File: config.mk
export PLATFORM = sky130hd
export DESIGN_NAME = alu_packet_ctrl_flat
export DESIGN_NICKNAME = d
export VERILOG_FILES = /design/src/rtl/alu_packet_ctrl_if.sv /design/src/rtl/alu_packet_ctrl.sv /design/src/flat_wrapper.sv
export SDC_FILE = /design/constraint.sdc
export NUM_CORES = 1
export LEC_CHECK = 0
export ABC_AREA = 1
export BUFFER_PORTS_ARGS = -buffer_cell sky130_fd_sc_hd__buf_2
export CAP_MARGIN = 30
export CORE_MARGIN = 4
export CORE_UTILIZATION = 55
export DETAILED_ROUTE_END_ITERATION = 16
export HOLD_SLACK_MARGIN = 0.12
export PLACE_DENSITY = 0.84
export SLEW_MARGIN = 30
export SYNTH_ARGS = -nofsm -noshare
export SYNTH_HDL_FRONTEND = slang
export SYNTH_SLANG_ARGS = --single-unit
File: constraint.sdc
create_clock -name clk_i -period 19.38 [get_ports clk_i]
set_clock_uncertainty 0.1 [all_clocks]
set_input_delay 0.969 -clock clk_i [delete_from_list [all_inputs] [get_ports clk_i]]
set_output_delay 0.969 -clock clk_i [all_outputs]
set_load 0.01 [all_outputs]
File: src/rtl/alu_packet_ctrl_if.sv
// Byte-stream bundle between the packet controller and the UART pair.
//   s_axis_*  : request bytes arriving from uart_rx into the controller
//   m_axis_*  : response bytes leaving the controller towards uart_tx
// Modports:
//   master : the UART side (feeds s_axis, drains m_axis)
//   slave  : the controller side (drives s_axis_tready and m_axis data/valid)
interface alu_packet_ctrl_if;
    logic [7:0] s_axis_tdata;
    logic       s_axis_tvalid;
    logic       s_axis_tready;
    logic [7:0] m_axis_tdata;
    logic       m_axis_tvalid;
    logic       m_axis_tready;

    modport master (
        output s_axis_tdata, s_axis_tvalid,
        input  s_axis_tready,
        input  m_axis_tdata, m_axis_tvalid,
        output m_axis_tready
    );

    modport slave (
        input  s_axis_tdata, s_axis_tvalid,
        output s_axis_tready,
        output m_axis_tdata, m_axis_tvalid,
        input  m_axis_tready
    );
endinterface

File: src/rtl/alu_packet_ctrl.sv
// Packet front end for an external ALU. Parses a byte stream of
// {opcode, reserved, len_lo, len_hi, operand words (LE)}, folds the operands
// through the ALU one at a time and streams the accumulator back LSB first.
// Ports:
//   clk_i, reset_i        : rising-edge clock, asynchronous active-high reset
//   axis (slave)          : s_axis request stream in, m_axis response stream out
//   alu_op_o/a_o/b_o      : operation and operands, held from start to done
//   alu_start_o           : one-cycle start pulse
//   alu_done_i/result_i   : completion pulse and 64-bit result
//   err_o                 : one-cycle pulse on a rejected or timed-out packet
module alu_packet_ctrl #(
    parameter logic [31:0] TimeoutCycles = 32'd1000000
) (
    input  logic                    clk_i,
    input  logic                    reset_i,
    alu_packet_ctrl_if.slave        axis,
    output logic [1:0]              alu_op_o,
    output logic [31:0]             alu_a_o,
    output logic [31:0]             alu_b_o,
    output logic                    alu_start_o,
    input  logic                    alu_done_i,
    input  logic [63:0]             alu_result_i,
    output logic                    err_o
);

    typedef enum logic [2:0] {
        ST_IDLE, ST_RSVD, ST_LEN_LO, ST_LEN_HI, ST_OPERAND, ST_EXEC, ST_RESP, ST_DRAIN
    } state_e;

    localparam logic [1:0] OP_ADD = 2'b00;
    localparam logic [1:0] OP_MUL = 2'b01;
    localparam logic [1:0] OP_DIV = 2'b10;
    localparam logic [1:0] OP_BAD = 2'b11;

    function automatic logic [1:0] op_decode(input logic [7:0] code);
        case (code)
            8'had:   op_decode = OP_ADD;
            8'h63:   op_decode = OP_MUL;
            8'h5b:   op_decode = OP_DIV;
            default: op_decode = OP_BAD;
        endcase
    endfunction

    // Division takes exactly two operands, so its length is pinned to 12.
    function automatic logic header_ok(input logic [7:0] code, input logic [7:0] rsvd,
                                       input logic [15:0] len);
        logic [1:0] op_v;
        op_v = op_decode(code);
        header_ok = (op_v != OP_BAD) && (rsvd == 8'h00) && (len[1:0] == 2'b00) &&
                    (len >= 16'd12) && ((op_v != OP_DIV) || (len == 16'd12));
    endfunction

    // States in which the sender is expected to keep bytes coming.
    function automatic logic is_timed(input state_e s);
        is_timed = (s == ST_RSVD) || (s == ST_LEN_LO) || (s == ST_LEN_HI) ||
                   (s == ST_OPERAND) || (s == ST_DRAIN);
    endfunction

    state_e      state_r, state_next_s;
    logic [7:0]  opcode_r, rsvd_r, len_lo_r;
    logic [15:0] cnt_r;
    logic [1:0]  byte_idx_r;
    logic        first_r;
    logic [31:0] operand_r;
    logic [63:0] acc_r;
    logic [2:0]  resp_idx_r;
    logic [31:0] to_cnt_r;
    logic        tready_r, m_tvalid_r, start_r, err_r;
    logic [7:0]  m_tdata_r;
    logic [1:0]  op_r;
    logic [31:0] a_r, b_r;

    logic        accept_s, hdr_ok_s, timeout_hit_s, resp_fire_s, resp_last_s;
    logic [15:0] len_s;
    logic [31:0] word_s;

    assign accept_s      = axis.s_axis_tvalid && tready_r;
    assign len_s         = {axis.s_axis_tdata, len_lo_r};
    assign hdr_ok_s      = header_ok(opcode_r, rsvd_r, len_s);
    assign word_s        = {axis.s_axis_tdata, operand_r[31:8]};
    assign timeout_hit_s = (TimeoutCycles != 32'd0) && !accept_s &&
                           (to_cnt_r == TimeoutCycles - 32'd1);
    assign resp_fire_s   = m_tvalid_r && axis.m_axis_tready;
    assign resp_last_s   = (resp_idx_r == ((op_r == OP_ADD) ? 3'd3 : 3'd7));

    assign axis.s_axis_tready = tready_r;
    assign axis.m_axis_tvalid = m_tvalid_r;
    assign axis.m_axis_tdata  = m_tdata_r;
    assign alu_op_o           = op_r;
    assign alu_a_o            = a_r;
    assign alu_b_o            = b_r;
    assign alu_start_o        = start_r;
    assign err_o              = err_r;

    // State register.
    always_ff @(posedge clk_i or posedge reset_i) begin
        if (reset_i) begin
            state_r <= ST_IDLE;
        end else begin
            state_r <= state_next_s;
        end
    end

    // Next-state decode.
    always_comb begin
        state_next_s = state_r;
        case (state_r)
            ST_IDLE: begin
                if (accept_s) state_next_s = ST_RSVD;
                else          state_next_s = ST_IDLE;
            end
            ST_RSVD: begin
                if (timeout_hit_s) state_next_s = ST_IDLE;
                else if (accept_s) state_next_s = ST_LEN_LO;
                else               state_next_s = ST_RSVD;
            end
            ST_LEN_LO: begin
                if (timeout_hit_s) state_next_s = ST_IDLE;
                else if (accept_s) state_next_s = ST_LEN_HI;
                else               state_next_s = ST_LEN_LO;
            end
            ST_LEN_HI: begin
                if (timeout_hit_s)        state_next_s = ST_IDLE;
                else if (!accept_s)       state_next_s = ST_LEN_HI;
                else if (hdr_ok_s)        state_next_s = ST_OPERAND;
                else if (len_s > 16'd4)   state_next_s = ST_DRAIN;
                else                      state_next_s = ST_IDLE;
            end
            ST_OPERAND: begin
                if (timeout_hit_s) state_next_s = ST_IDLE;
                else if (accept_s && (byte_idx_r == 2'd3) && !first_r) state_next_s = ST_EXEC;
                else               state_next_s = ST_OPERAND;
            end
            ST_EXEC: begin
                if (alu_done_i) state_next_s = (cnt_r == 16'd0) ? ST_RESP : ST_OPERAND;
                else            state_next_s = ST_EXEC;
            end
            ST_RESP: begin
                if (resp_fire_s && resp_last_s) state_next_s = ST_IDLE;
                else                            state_next_s = ST_RESP;
            end
            ST_DRAIN: begin
                if (timeout_hit_s)                      state_next_s = ST_IDLE;
                else if (accept_s && (cnt_r <= 16'd1))  state_next_s = ST_IDLE;
                else                                    state_next_s = ST_DRAIN;
            end
            default: state_next_s = ST_IDLE;
        endcase
    end

    // Datapath: header capture, operand assembly, ALU handshake, response and timeout.
    always_ff @(posedge clk_i or posedge reset_i) begin
        if (reset_i) begin
            opcode_r   <= 8'h00;
            rsvd_r     <= 8'h00;
            len_lo_r   <= 8'h00;
            cnt_r      <= 16'd0;
            byte_idx_r <= 2'd0;
            first_r    <= 1'b0;
            operand_r  <= 32'd0;
            acc_r      <= 64'd0;
            resp_idx_r <= 3'd0;
            to_cnt_r   <= 32'd0;
            tready_r   <= 1'b0;
            m_tvalid_r <= 1'b0;
            m_tdata_r  <= 8'h00;
            start_r    <= 1'b0;
            err_r      <= 1'b0;
            op_r       <= 2'b00;
            a_r        <= 32'd0;
            b_r        <= 32'd0;
        end else begin
            start_r  <= 1'b0;
            err_r    <= 1'b0;
            tready_r <= (state_next_s != ST_EXEC) && (state_next_s != ST_RESP);

            if (is_timed(state_r) && (TimeoutCycles != 32'd0) && !accept_s && !timeout_hit_s) begin
                to_cnt_r <= to_cnt_r + 32'd1;
            end else begin
                to_cnt_r <= 32'd0;
            end

            if (is_timed(state_r) && timeout_hit_s) begin
                err_r <= 1'b1;
            end

            case (state_r)
                ST_IDLE:   if (accept_s) opcode_r <= axis.s_axis_tdata;
                ST_RSVD:   if (accept_s) rsvd_r   <= axis.s_axis_tdata;
                ST_LEN_LO: if (accept_s) len_lo_r <= axis.s_axis_tdata;
                ST_LEN_HI: begin
                    if (accept_s) begin
                        byte_idx_r <= 2'd0;
                        first_r    <= 1'b1;
                        if (hdr_ok_s) begin
                            op_r  <= op_decode(opcode_r);
                            cnt_r <= len_s - 16'd4;
                        end else begin
                            err_r <= 1'b1;
                            cnt_r <= (len_s > 16'd4) ? (len_s - 16'd4) : 16'd0;
                        end
                    end
                end
                ST_OPERAND: begin
                    if (accept_s) begin
                        operand_r  <= word_s;
                        byte_idx_r <= byte_idx_r + 2'd1;
                        cnt_r      <= (cnt_r != 16'd0) ? (cnt_r - 16'd1) : 16'd0;
                        if (byte_idx_r == 2'd3) begin
                            if (first_r) begin
                                acc_r   <= {32'd0, word_s};
                                first_r <= 1'b0;
                            end else begin
                                a_r     <= acc_r[31:0];
                                b_r     <= word_s;
                                start_r <= 1'b1;
                            end
                        end
                    end
                end
                ST_EXEC: begin
                    if (alu_done_i) begin
                        acc_r <= alu_result_i;
                        if (cnt_r == 16'd0) begin
                            resp_idx_r <= 3'd0;
                            m_tdata_r  <= alu_result_i[7:0];
                            m_tvalid_r <= 1'b1;
                        end
                    end
                end
                ST_RESP: begin
                    if (resp_fire_s) begin
                        if (resp_last_s) begin
                            m_tvalid_r <= 1'b0;
                        end else begin
                            resp_idx_r <= resp_idx_r + 3'd1;
                            m_tdata_r  <= acc_r[{resp_idx_r + 3'd1, 3'b000} +: 8];
                        end
                    end
                end
                ST_DRAIN: begin
                    if (accept_s) cnt_r <= (cnt_r != 16'd0) ? (cnt_r - 16'd1) : 16'd0;
                end
                default: ;
            endcase
        end
    end

endmodule

File: src/flat_wrapper.sv
// flat-port wrapper written by rule: the top's interface ports become plain ports
module alu_packet_ctrl_flat 
#(
    parameter logic [31:0] TimeoutCycles = 32'd1000000
)
  (clk_i, reset_i, alu_op_o, alu_a_o, alu_b_o, alu_start_o, alu_done_i, alu_result_i, err_o, axis_s_axis_tdata, axis_s_axis_tvalid, axis_s_axis_tready, axis_m_axis_tdata, axis_m_axis_tvalid, axis_m_axis_tready);
  alu_packet_ctrl_if axis_i ();
  input  logic clk_i;
  input  logic reset_i;
  output logic [1:0] alu_op_o;
  output logic [31:0] alu_a_o;
  output logic [31:0] alu_b_o;
  output logic alu_start_o;
  input  logic alu_done_i;
  input  logic [63:0] alu_result_i;
  output logic err_o;
  input wire logic [$bits(axis_i.s_axis_tdata)-1:0] axis_s_axis_tdata;
  input wire logic [$bits(axis_i.s_axis_tvalid)-1:0] axis_s_axis_tvalid;
  output wire logic [$bits(axis_i.s_axis_tready)-1:0] axis_s_axis_tready;
  output wire logic [$bits(axis_i.m_axis_tdata)-1:0] axis_m_axis_tdata;
  output wire logic [$bits(axis_i.m_axis_tvalid)-1:0] axis_m_axis_tvalid;
  input wire logic [$bits(axis_i.m_axis_tready)-1:0] axis_m_axis_tready;
  assign axis_i.s_axis_tdata = axis_s_axis_tdata;
  assign axis_i.s_axis_tvalid = axis_s_axis_tvalid;
  assign axis_s_axis_tready = axis_i.s_axis_tready;
  assign axis_m_axis_tdata = axis_i.m_axis_tdata;
  assign axis_m_axis_tvalid = axis_i.m_axis_tvalid;
  assign axis_i.m_axis_tready = axis_m_axis_tready;
  alu_packet_ctrl #(.TimeoutCycles(TimeoutCycles)) u_core (.clk_i(clk_i), .reset_i(reset_i), .axis(axis_i), .alu_op_o(alu_op_o), .alu_a_o(alu_a_o), .alu_b_o(alu_b_o), .alu_start_o(alu_start_o), .alu_done_i(alu_done_i), .alu_result_i(alu_result_i), .err_o(err_o));
endmodule
==> results.json, run 1 <==
{
  "synth_edf_count": 0,
  "yosysWarnings": 0,
  "final.setup.tns_ns": 0,
  "port-buffer-count": 154,
  "worstSetupStartpointType": "input port",
  "grt_max_degree": 129,
  "drive_gt1_share_pct": 16.5,
  "cts_setup_buffers": 0,
  "place.detailed.hpwl_mm": 22.1,
  "r2r_cells": 8,
  "worstReg2RegEnd": "u_core.alu_b_o[29]",
  "drc": 0,
  "end_kind": "flip-flop",
  "syn-instance-count": 1476,
  "critPathSlowestCell": "nor3_4",
  "path_depth": 9,
  "synth_area_leaders": "dfrtp_1 51%, nand2_1 10%, o21ai_0 6.4%",
  "syn_area_mm2": 0.0120,
  "grt_usage_pct": 26.4,
  "fin_cells": 1895,
  "synth_top_flop_cell": "dfrtp_1",
  "yosys-top-cells-count": "337 x nand2_1, 247 x dfrtp_1, 156 x inv_1",
  "synth_nets": 1561,
  "fmax_ghz": 0.290,
  "clock-sinks": 247,
  "crit_buf_inv": 4,
  "grt_pass1_vias": 10230,
  "finalWirelength_mm": 32.4,
  "initial_core_util_pct": 56.6,
  "rsz0062_at_grt": "false",
  "powerDensity_mw_per_mm2": 132,
  "gr-total-overflow": 0,
  "clock_latency_ns": 0.55,
  "cts_resized": 0,
  "dpl.cell_count": 1846,
  "core_area_mm2": 0.0213,
  "relSlewSlack_pct": 42.8,
  "die_w_um": 156,
  "gp_congestion": 0.957,
  "min_period_over_period_pct": 17.8,
  "io_pins": 155,
  "drtIter0Drc": 1079,
  "cpPeakStageDelay_ns": 0.76,
  "yosysSeqAreaShare_pct": 51.3,
  "syn_avg_cell_area_um2": 8.16,
  "holdBufCountCts": 0,
  "vias": 10741,
  "crit_family": "simple AND/OR/NAND/NOR gates",
  "ys_ff_latch": 247,
  "final_net_count": 1685,
  "finalSetupViolCount": 0,
  "wire_per_inst_um": 17.1,
  "yosysTopAreaCellShare_pct": 51.3,
  "startpoint": "axis_s_axis_tvalid",
  "p_leak_nw": 6.59,
  "cp.arrival_ns": 3.75,
  "grt_pass1_wl_mm": 52.6,
  "max_slew.worst_pin.slew_ns": 0.851,
  "cp.required_ns": 19.68,
  "synth_cell_types": 49,
  "netlist.top_cell.by_area": "dfrtp_1",
  "n_fill_cell": 1651,
  "antenna_found_initial": 0,
  "clk_pin_slew_ns": 0.07,
  "crit_path_max_fanout": 103,
  "die_y_um": 156,
  "period_minus_slack_ns": 3.45,
  "synthArstFlopShare_pct": 100,
  "antenna_cells": 0,
  "yosysMostFrequentCell": "nand2_1",
  "vias_per_cell": 5.67,
  "die_area_mm2": 0.0243,
  "rr_startpoint": "u_core.state_r[2]",
  "htree_levels": 1,
  "path_class": "in -> reg",
  "slew_violations": 0,
  "finalHoldViolCount": 0,
  "cp_common_cell": "nand2_1",
  "rrSetupSlack_ns": 16.02,
  "drtPass1Iterations": 6,
  "ant_nets": 0,
  "peakVddDrop_mv": 0.0791,
  "cap_violations": 0,
  "path_cells": "buf_2 > nand2_1 > inv_2 > nand2_2 > nor3_4 > clkinv_2 > buf_6 > nand2_1 > o21ai_2",
  "cts_buffers": 27,
  "crit_path_end": "u_core.alu_b_o[29]",
  "cts_root_buf": "clkbuf_16",
  "status": "finished, final reports clean",
  "clockBufferDepth": 3,
  "rows": 53,
  "cts_tree": "built",
  "hold_path.class": "reg -> reg",
  "synthToLayoutAreaGrowth_pct": 14.9
}
[power breakdown]
| part | switching [mW] | internal (mW) |
|---|---|---|
| Combinational | 0.388 | 0.174 |
| Sequential | 0.0963 | 0.648 |
| Clock | 0.219 | 0.296 |
[sequential cells by signal (all words and copies together) (netlist names), 16 cells and up]
signal and flops:
u_core.to_cnt_r 32, u_core.operand_r 24, u_core.alu_b_o 32, u_core.acc_r 64, u_core.alu_a_o 32, u_core.cnt_r 16
[stage by stage]
step           setup WS [ns]  total power [mW]  util, %  hold slack (ns)  area (um^2)
2_1_floorplan          11.52              1.13        -            0.346        12000
3_3_place_gp           15.54              1.27     60.8            0.358        12900
3_5_place_dp           15.40              1.29     60.8            0.355        12900
4_1_cts                15.90              1.82     65.0            0.372        13800
5_1_grt                15.68              1.94     65.0            0.406        13800
6_report               15.93              1.82     65.0            0.370        13800
[worst min-delay path by stage]
stage                                     from                   end  slack [ns]  cells past startpoint
after floorplan           u_core.byte_idx_r[1]  u_core.byte_idx_r[1]        0.35                      2
after global routing      u_core.byte_idx_r[1]  u_core.byte_idx_r[1]        0.41                      2
after global placement       u_core.alu_a_o[2]     u_core.alu_a_o[2]        0.36                      2
final                        u_core.alu_a_o[2]     u_core.alu_a_o[2]        0.37                      2
after CTS                    u_core.alu_a_o[2]     u_core.alu_a_o[2]        0.37                      2
after detailed placement     u_core.alu_a_o[2]     u_core.alu_a_o[2]        0.36                      2
[worst reg2reg max path: cells and delay by family, from the launching register on]
kind / cells / cell delay, ns
simple gates: 5 / 1.81
buf+inv: 2 / 0.73
flops: 1 / 0.52
compound gates: 1 / 0.06
[kinds of logic after synthesis]
group / share of synthesized area, %
compound gates: 15.2
xor+xnor: 2.18
fa+ha+maj: 0.831
buf+inv: 7.75
flops: 51.3
simple gates: 22.8
[final cells by class]
| cell class | count | area, um^2 | share of cell area [%] |
|---|---|---|---|
| clock inverters | 18 | 166 | 1.20 |
| multi-input cells | 994 | 4950 | 35.8 |
| repair buffers | 160 | 827 | 5.98 |
| well taps | 275 | 344 | 2.49 |
| flip-flops and latches | 247 | 6180 | 44.7 |
| inverters | 170 | 648 | 4.68 |
| clock buffers | 31 | 721 | 5.21 |
[per-layer routing]
| layer | wire, um | track usage (%) | vias to the layer above |
|---|---|---|---|
| met1 | 14000 | 37.7 | 5075 |
| li1 | - | - | 5088 |
| met3 | 2440 | 4.11 | 88 |
| met5 | 0 | 0 | - |
| met4 | 1180 | 10.1 | 0 |
| met2 | 14900 | 41.2 | 490 |
[placed cells by master, fill, tap and decap left out, types with 28 or more instances in the layout]
cell type,netlist,routed
nor2_1,120,119
nand3_1,72,71
a21oi_1,62,62
o21ai_0,154,154
buf_2,19,154
nand2_1,337,337
dfrtp_1,247,247
o21ai_1,50,50
nor3_1,29,28
inv_1,156,155
No activity file was read; power rests on OpenSTA's default activity.
==> run 2: changes to the inputs <==
- clock period: 19.38 -> 3.6 ns (I/O delays scaled with it)
==> run 2 against run 1 <==
- worst setup slack got worse by 15 ns
- sequential power rose to 5.4 times the previous value
- utilization rose by 3.9 points
- final cell count rose by 4.4%
- routed wire length rose by 4.3%
- critical path type is now reg -> reg
==> results.json, run 2 (synthesis results as in run 1) <==
{
  "io_pins": 155,
  "port-buffer-count": 154,
  "place.detailed.hpwl_mm": 22.7,
  "period_minus_slack_ns": 2.62,
  "placed_cell_area_mm2": 0.0130,
  "largest_reg_flops": 64,
  "min_period_over_period_pct": 72.7,
  "cts_tree": "built",
  "mostFrequentLayoutCells": "337 x nand2_1, 247 x dfrtp_1, 155 x inv_1",
  "cts_buffers": 26,
  "synthToLayoutAreaGrowth_pct": 21.7,
  "initial_core_util_pct": 56.6,
  "top_register": "u_core.acc_r",
  "rsz0062_at_grt": "false",
  "vias_per_cell": 5.55,
  "p_leak_nw": 6.94,
  "hold_path.class": "in -> async",
  "final_common_cell": "nand2_1",
  "post-place-ws_ns": 1.06,
  "clock_latency_ns": 0.53,
  "end_kind": "flip-flop",
  "rows": 53,
  "cts_setup_buffers": 0,
  "grt_usage_pct": 27.6,
  "drc": 0,
  "grt_pass1_wl_mm": 55.2,
  "fin_cells": 1978,
  "final.setup.tns_ns": 0,
  "fin_util_pct": 68.9,
  "drtIter0Drc": 1125,
  "crit_path_max_fanout": 17,
  "clk_pin_slew_ns": 0.06,
  "die_area_mm2": 0.0243,
  "route.met3.wl_mm": 2.56,
  "vias": 10975,
  "clockBufferDepth": 3,
  "die_w_um": 156,
  "drtPass1Iterations": 6,
  "drive_gt1_share_pct": 15.5,
  "ant_nets": 0,
  "finalSetupViolCount": 0,
  "final_cell_area_mm2": 0.0147,
  "cts_resized": 0,
  "cts_root_buf": "clkbuf_16",
  "max_slew.worst_pin.slew_ns": 0.888,
  "grt_max_degree": 129,
  "finalHoldViolCount": 0,
  "holdBufCountCts": 77,
  "die_y_um": 156,
  "hold_slack_ns": 0.200,
  "worstSetupStartpointType": "flip-flop",
  "total_power_mw": 9.76,
  "gr-total-overflow": 0,
  "clock-sinks": 247,
  "routedLengthMet1_mm": 14.2,
  "htree_levels": 1,
  "finalWirelength_mm": 33.8,
  "wl_met2_mm": 16.2,
  "antenna_found_initial": 0,
  "status": "finished, final reports clean",
  "dpl.cell_count": 1851,
  "slew_violations": 0,
  "path_class": "reg -> reg",
  "final_net_count": 1766,
  "top_layer_used": "met4",
  "cp.arrival_ns": 2.92,
  "wire_per_inst_um": 17.1,
  "peakVddDrop_mv": 0.370,
  "grt_pass1_vias": 10598,
  "powerDensity_mw_per_mm2": 666,
  "core_area_mm2": 0.0213,
  "fmax_ghz": 0.382,
  "cap_violations": 0,
  "relSlewSlack_pct": 40.6,
  "cp.required_ns": 3.90,
  "timing.final.ws_setup_ns": 0.982,
  "gp_congestion": 0.927
}
run 2: layout make-up:
class / count / area [um^2]
sequential: 247 / 6180
clock buffer: 43 / 795
inverter: 170 / 644
multi-input combinational: 994 / 4940
fill: 1573 / 6620
timing repair buffer: 242 / 1690
tap: 275 / 344
clock inverter: 5 / 65.1
antenna: 2 / 5.00
run 2: worst paths after layout:
check                                      from                           to  slack [ns]  cells past startpoint
setup / recovery           u_core.resp_idx_r[0]  u_core.axis.m_axis_tdata[6]        0.98                      8
hold / removal                          reset_i          u_core.to_cnt_r[17]        0.20                      3
setup reg to reg           u_core.resp_idx_r[0]  u_core.axis.m_axis_tdata[6]        0.98                      8
hold reg to reg               u_core.alu_b_o[0]            u_core.alu_b_o[0]        0.37                      2
max in group asynchronous               reset_i           u_core.alu_b_o[12]        2.39                      4
min in group clk_i             alu_result_i[58]             u_core.acc_r[58]        0.33                      4
run 2: critical path, cell delays in order (launching register included):
cell,delay (ns)
dfrtp_1,0.39
ha_1,0.66
clkinv_1,0.57
a21oi_1,0.26
o21ai_0,0.11
nand3_1,0.09
o21ai_0,0.08
a21oi_1,0.12
o21ai_0,0.11
run 2: power by group:
part / switching (mW) / internal, mW
Combinational: 2.06 / 1.01
Clock: 1.09 / 1.58
Sequential: 0.527 / 3.49
run 2: metal layers:
metal  up-vias  GRT usage [%]
met5         -              0
li1       5246              -
met1      5226           38.6
met4         0           6.96
met2       437           45.3
met3        66           4.88
